[config.mk]
export PLATFORM = sky130hd
export DESIGN_NAME = booth_radix4_multiplication
export DESIGN_NICKNAME = d
export VERILOG_FILES = /design/src/rtl/booth_radix4_multiplication.sv
export SDC_FILE = /design/constraint.sdc
export NUM_CORES = 1
export LEC_CHECK = 0
export BUFFER_PORTS_ARGS = -buffer_cell sky130_fd_sc_hd__buf_2
export CAP_MARGIN = 10
export CORE_UTILIZATION = 40
export CTS_BUF_LIST = sky130_fd_sc_hd__clkbuf_8
export DETAILED_ROUTE_END_ITERATION = 8
export GPL_TIMING_DRIVEN = 0
export PLACE_DENSITY = 0.59
export SYNTH_ARGS = -nofsm -noshare
export SYNTH_HDL_FRONTEND = slang
export SYNTH_SLANG_ARGS = --single-unit
[constraint.sdc]
create_clock -name clk -period 2.88 [get_ports clk]
set_input_delay 0.576 -clock clk [delete_from_list [all_inputs] [get_ports clk]]
set_output_delay 0.576 -clock clk [all_outputs]
set_load 0.01 [all_outputs]
[src/rtl/booth_radix4_multiplication.sv]
// ============================================================================
// Module   : booth_radix4_multiplication
// Function : Sequential unsigned multiplier, one radix-4 Booth digit per clock.
//            Optional overflow flag is enabled by BOOTH_RADIX4_MULT_OV_FLAG_EN.
// Revision : 1.0  initial release
// ============================================================================
`default_nettype none

module booth_radix4_multiplication #(
   parameter int DATA_WIDTH = 8
) (
   input  logic                      clk,
   input  logic                      reset_n,
   input  logic                      enable_in,
   input  logic [DATA_WIDTH-1:0]     multiplicand,
   input  logic [DATA_WIDTH-1:0]     multiplier,
   output logic                      busy,
   output logic                      done,
   output logic                      ov_flag,
   output logic [2*DATA_WIDTH-1:0]   product
);

   localparam int N_DIGITS = DATA_WIDTH / 2 + 1;
   localparam int CNT_W    = $clog2(N_DIGITS);
   localparam int ACC_W    = DATA_WIDTH + 3;
   localparam int BR_W     = DATA_WIDTH + 3;
   localparam logic [CNT_W-1:0] CNT_LOAD = CNT_W'(N_DIGITS - 1);

   typedef enum logic [2:0] {
      S_IDLE = 3'b001,
      S_RUN  = 3'b010,
      S_DONE = 3'b100
   } state_t;

   state_t                      state;
   state_t                      next_state;
   logic [DATA_WIDTH-1:0]       a_reg;
   logic signed [ACC_W-1:0]     acc;
   logic [BR_W-1:0]             b_reg;
   logic [CNT_W-1:0]            cnt;
   logic signed [ACC_W-1:0]     pp;
   logic signed [ACC_W-1:0]     sum;
   logic signed [ACC_W+BR_W-1:0] shifted;
   logic [2*DATA_WIDTH-1:0]     result;

   // b_reg[2:0] is the current triplet; bit 0 holds the previous digit's top bit
   always_comb begin
      pp = '0;
      case (b_reg[2:0])
         3'b001, 3'b010: pp = {3'b000, a_reg};
         3'b011:         pp = {2'b00, a_reg, 1'b0};
         3'b100:         pp = -$signed({2'b00, a_reg, 1'b0});
         3'b101, 3'b110: pp = -$signed({3'b000, a_reg});
         default:        pp = '0;
      endcase
   end

   assign sum     = acc + pp;
   assign shifted = $signed({sum, b_reg}) >>> 2;
   assign result  = {acc[DATA_WIDTH-3:0], b_reg[BR_W-1:1]};
   assign busy    = (state == S_RUN) || (state == S_DONE);

   always_ff @(posedge clk or negedge reset_n) begin
      if (!reset_n) state <= S_IDLE;
      else          state <= next_state;
   end

   always_comb begin
      next_state = S_IDLE;
      case (state)
         S_IDLE:  next_state = enable_in ? S_RUN : S_IDLE;
         S_RUN:   next_state = (cnt != '0) ? S_RUN : S_DONE;
         S_DONE:  next_state = S_IDLE;
         default: next_state = S_IDLE;
      endcase
   end

   always_ff @(posedge clk or negedge reset_n) begin
      if (!reset_n) begin
         a_reg   <= '0;
         acc     <= '0;
         b_reg   <= '0;
         cnt     <= '0;
         product <= '0;
         done    <= 1'b0;
      end else begin
         done <= 1'b0;
         case (state)
            S_IDLE: begin
               if (enable_in) begin
                  a_reg <= multiplicand;
                  b_reg <= {2'b00, multiplier, 1'b0};
                  acc   <= '0;
                  cnt   <= CNT_LOAD;
               end
            end
            S_RUN: begin
               acc   <= shifted[ACC_W+BR_W-1:BR_W];
               b_reg <= shifted[BR_W-1:0];
               cnt   <= cnt - CNT_W'(1);
            end
            S_DONE: begin
               product <= result;
               done    <= 1'b1;
            end
            default: ;
         endcase
      end
   end

`ifdef BOOTH_RADIX4_MULT_OV_FLAG_EN
   always_ff @(posedge clk or negedge reset_n) begin
      if (!reset_n)              ov_flag <= 1'b0;
      else if (state == S_DONE)  ov_flag <= |result[2*DATA_WIDTH-1:DATA_WIDTH];
   end
`else
   assign ov_flag = 1'b0;
`endif

endmodule

`default_nettype wire

==> results.toml <==
[synthesis]
synth-main-ff-cell = "dfrtp_1"
synth-seq-cells = 51
synth.distinct_cells = 50
synth_area_leader_cell = "dfrtp_1"
synth-edff-count = 0
syn_nets = 357
ys.warnings.count = 0
synthArstFlopShare = 1.00
yosysMostFrequentCell = "dfrtp_1"
synth_top_area_frac = 0.423
avgSynthCellArea_um2 = 9.13
seq_area_frac_synth = 0.432
synth_area_leaders = "dfrtp_1, mux2_2, nand2_1, ha_1, nor2_1"
yosys-top-cells-count = "dfrtp_1, nand2_1, nor2_1"
netlist_area_mm2 = 0.00296
syn_inst = 324

[global_route]
gr-total-overflow = 0
grt_usage = 0.197
antenna_found_initial = 0
grt_max_degree = 52
grt_pass1_vias = 2444
grt_pass1_wl_mm = 11.7

[clock_tree]
cts_max_level = 2
cts_root_buf = "clkbuf_8"
clock_sinks = 51
cts_tree = "yes"
cts_hold_buffers = 0
cts_buffer_depth = 2
clkLatencyLatePin_ps = 310
path_clk_slew_ps = 100
cts_made_buffers = 5

[setup_path]
cp_top_family = "compound AO/OA/AOI/OAI gates"
r2r_setup_slack_ps = 60
path_max_fanout = 4
required_ps = 3060
slowest_delay_ps = 390
crit_slowest_cell = "dfrtp_1"
startpoint_type = "flip-flop"
r2r_end = "acc[6]"
end_kind = "flip-flop"
cp.arrival_ps = 3000
r2r-start = "a_reg[1]"
cp_cell_sequence = "inv_2, ha_4, nand2b_1, xnor2_1, a221oi_1, a31oi_1, ha_1, a211oi_2, nor2_1, or2_4, a41oi_2, xor2_1, o21ai_1"
criticalPathCategory = "reg2reg"
r2r_cells = 13
crit_buf_inv = 1
cp.depth = 13

[flow_run]
cap_violations = 0

[floorplanning]
die_x_um = 88.0
initial_core_util = 0.423
rows = 30
core_area_mm2 = 0.00698
die_h_um = 88.0
io_pins = 38
die_area_mm2 = 0.00774

[drt]
firstDrtPassIters = 4
drc_errors = 0
vias_per_cell = 5.28
drt_iter0_markers = 157
wl_per_cell_um = 14.9
wirelength_mm = 7.21
ant_nets = 0
vias = 2551

[sta]
max_freq_ghz = 0.355
finClkSkew_ps = 7.55
post-route-period-util = 0.978
period_minus_slack_ps = 2820
tightest_slew_ps = 772
rsz0062_at_grt = "true"
relSlewSlack = 0.483
setup_viol = 0
final_hold_viol_count = 0
report.final.slew_viol_count = 0

[outcome]
outcome = "completed"

[layout]
layout.cells.non_filler = 483
regArea_mm2 = 0.00128
nNetsFinal = 419
largest_register_ff_count = 16
layout-drive-gt1-share = 0.375
area_delta_synth_final_pct = 28.4
fillers = 670
multi_input_area_mm2 = 0.00180
final_core_util = 0.544
n_antenna_cell = 0

[power_and_ir_drop]
p_leak_nw = 1.75
powerDensity_mw_per_mm2 = 1250
ir_drop_mv = 0.394

[min_path]
holdCritPathClass = "in2async"

[placed_design]
dp.cells = 456
gp_congestion = 0.855
port_buffers = 36
hpwl_mm = 4.83
## where the power goes
part	switching [mW]	internal [mW]	leakage, nW
logic	1.68	1.38	1.04
registers	0.206	0.956	0.646
clock network	0.256	0.286	0.0618
total	2.14	2.62	1.75
## worst reg2reg max path, cell delays in order, from the launching register on
cell	delay, ps
dfrtp_1	390
inv_2	70
ha_4	170
nand2b_1	150
xnor2_1	140
a221oi_1	260
a31oi_1	100
ha_1	360
a211oi_2	280
nor2_1	80
or2_4	240
a41oi_2	150
xor2_1	220
o21ai_1	80
## layout make-up
cell class,instances,area share
clock buffers,6,0.0218
plain buffers,17,0.0277
inverters,9,0.00890
multi-input cells,247,0.474
repair buffers,55,0.0883
well taps,96,0.0316
flip-flops and latches,51,0.337
clock inverters,2,0.0102
## cell families (layout without fill, tap and decap cells)
family / count (synthesis) / in the layout / synth area share
and+or+nand+nor: 124 / 124 / 0.198
AOI/OAI and AO/OA: 80 / 80 / 0.167
DFF: 51 / 51 / 0.432
buffers and inverters: 26 / 89 / 0.0436
muxes: 16 / 16 / 0.0609
adders and majority gates: 14 / 14 / 0.0618
xor gates and xnor gates: 12 / 12 / 0.0355
other: 1 / 1 / 0.00127
## cell usage in the layout (no fill, tap or decap), drive strengths merged, types with 2 or more instances in the layout
cell	instances
clkbuf	13
or2	4
nor3b	2
nand3	10
buf	65
o21bai	3
nor2b	5
xnor2	7
a31oi	5
xor2	5
and3	2
a21oi	20
mux2	16
and2	2
inv	9
dfrtp	50
a221oi	4
nand4	3
o21ai	25
nand2	48
nor2	32
a41oi	2
nand2b	5
nand3b	2
nor3	6
o22ai	9
ha	13
a211oi	2
o211ai	3
## layer usage
layer / share of wire / track usage
met1: 0.48 / 0.275
met2: 0.47 / 0.314
met3: 0.035 / 0.0349
met4: 0.015 / 0.0551
met5: 0 / 0
## what timing repair did
item	in CTS	in global routing
setup endpoints to repair	7	6
gates resized for setup	23	44
pin swaps	13	29
cloned	0	0
buffers inserted	9	9
## how the worst max path moves through the flow
stage	startpoint	to	slack, ps
floorplan	b_reg[0]	acc[6]	40
global placement	b_reg[2]	acc[7]	-410
detailed placement	b_reg[2]	acc[7]	-400
CTS	a_reg[2]	acc[9]	-10
global route	a_reg[3]	acc[9]	-80
finish	a_reg[1]	acc[6]	60
## stage by stage
stage / hold slack, ps / worst slack (ps) / TNS, ps / total power, mW / instance area (um2)
floorplan: 280 / 35.1 / 0 / 2.80 / 2970
global placement: 483 / -408 / -2060 / 3.32 / 3270
detailed placement: 491 / -405 / -2020 / 3.34 / 3270
CTS: 444 / -15.0 / -15.0 / 4.17 / 3520
global route: 168 / -83.0 / -188 / 5.14 / 3800
finish: 153 / 64.6 / 0 / 4.76 / 3800
No activity file was read; power rests on OpenSTA's default activity.
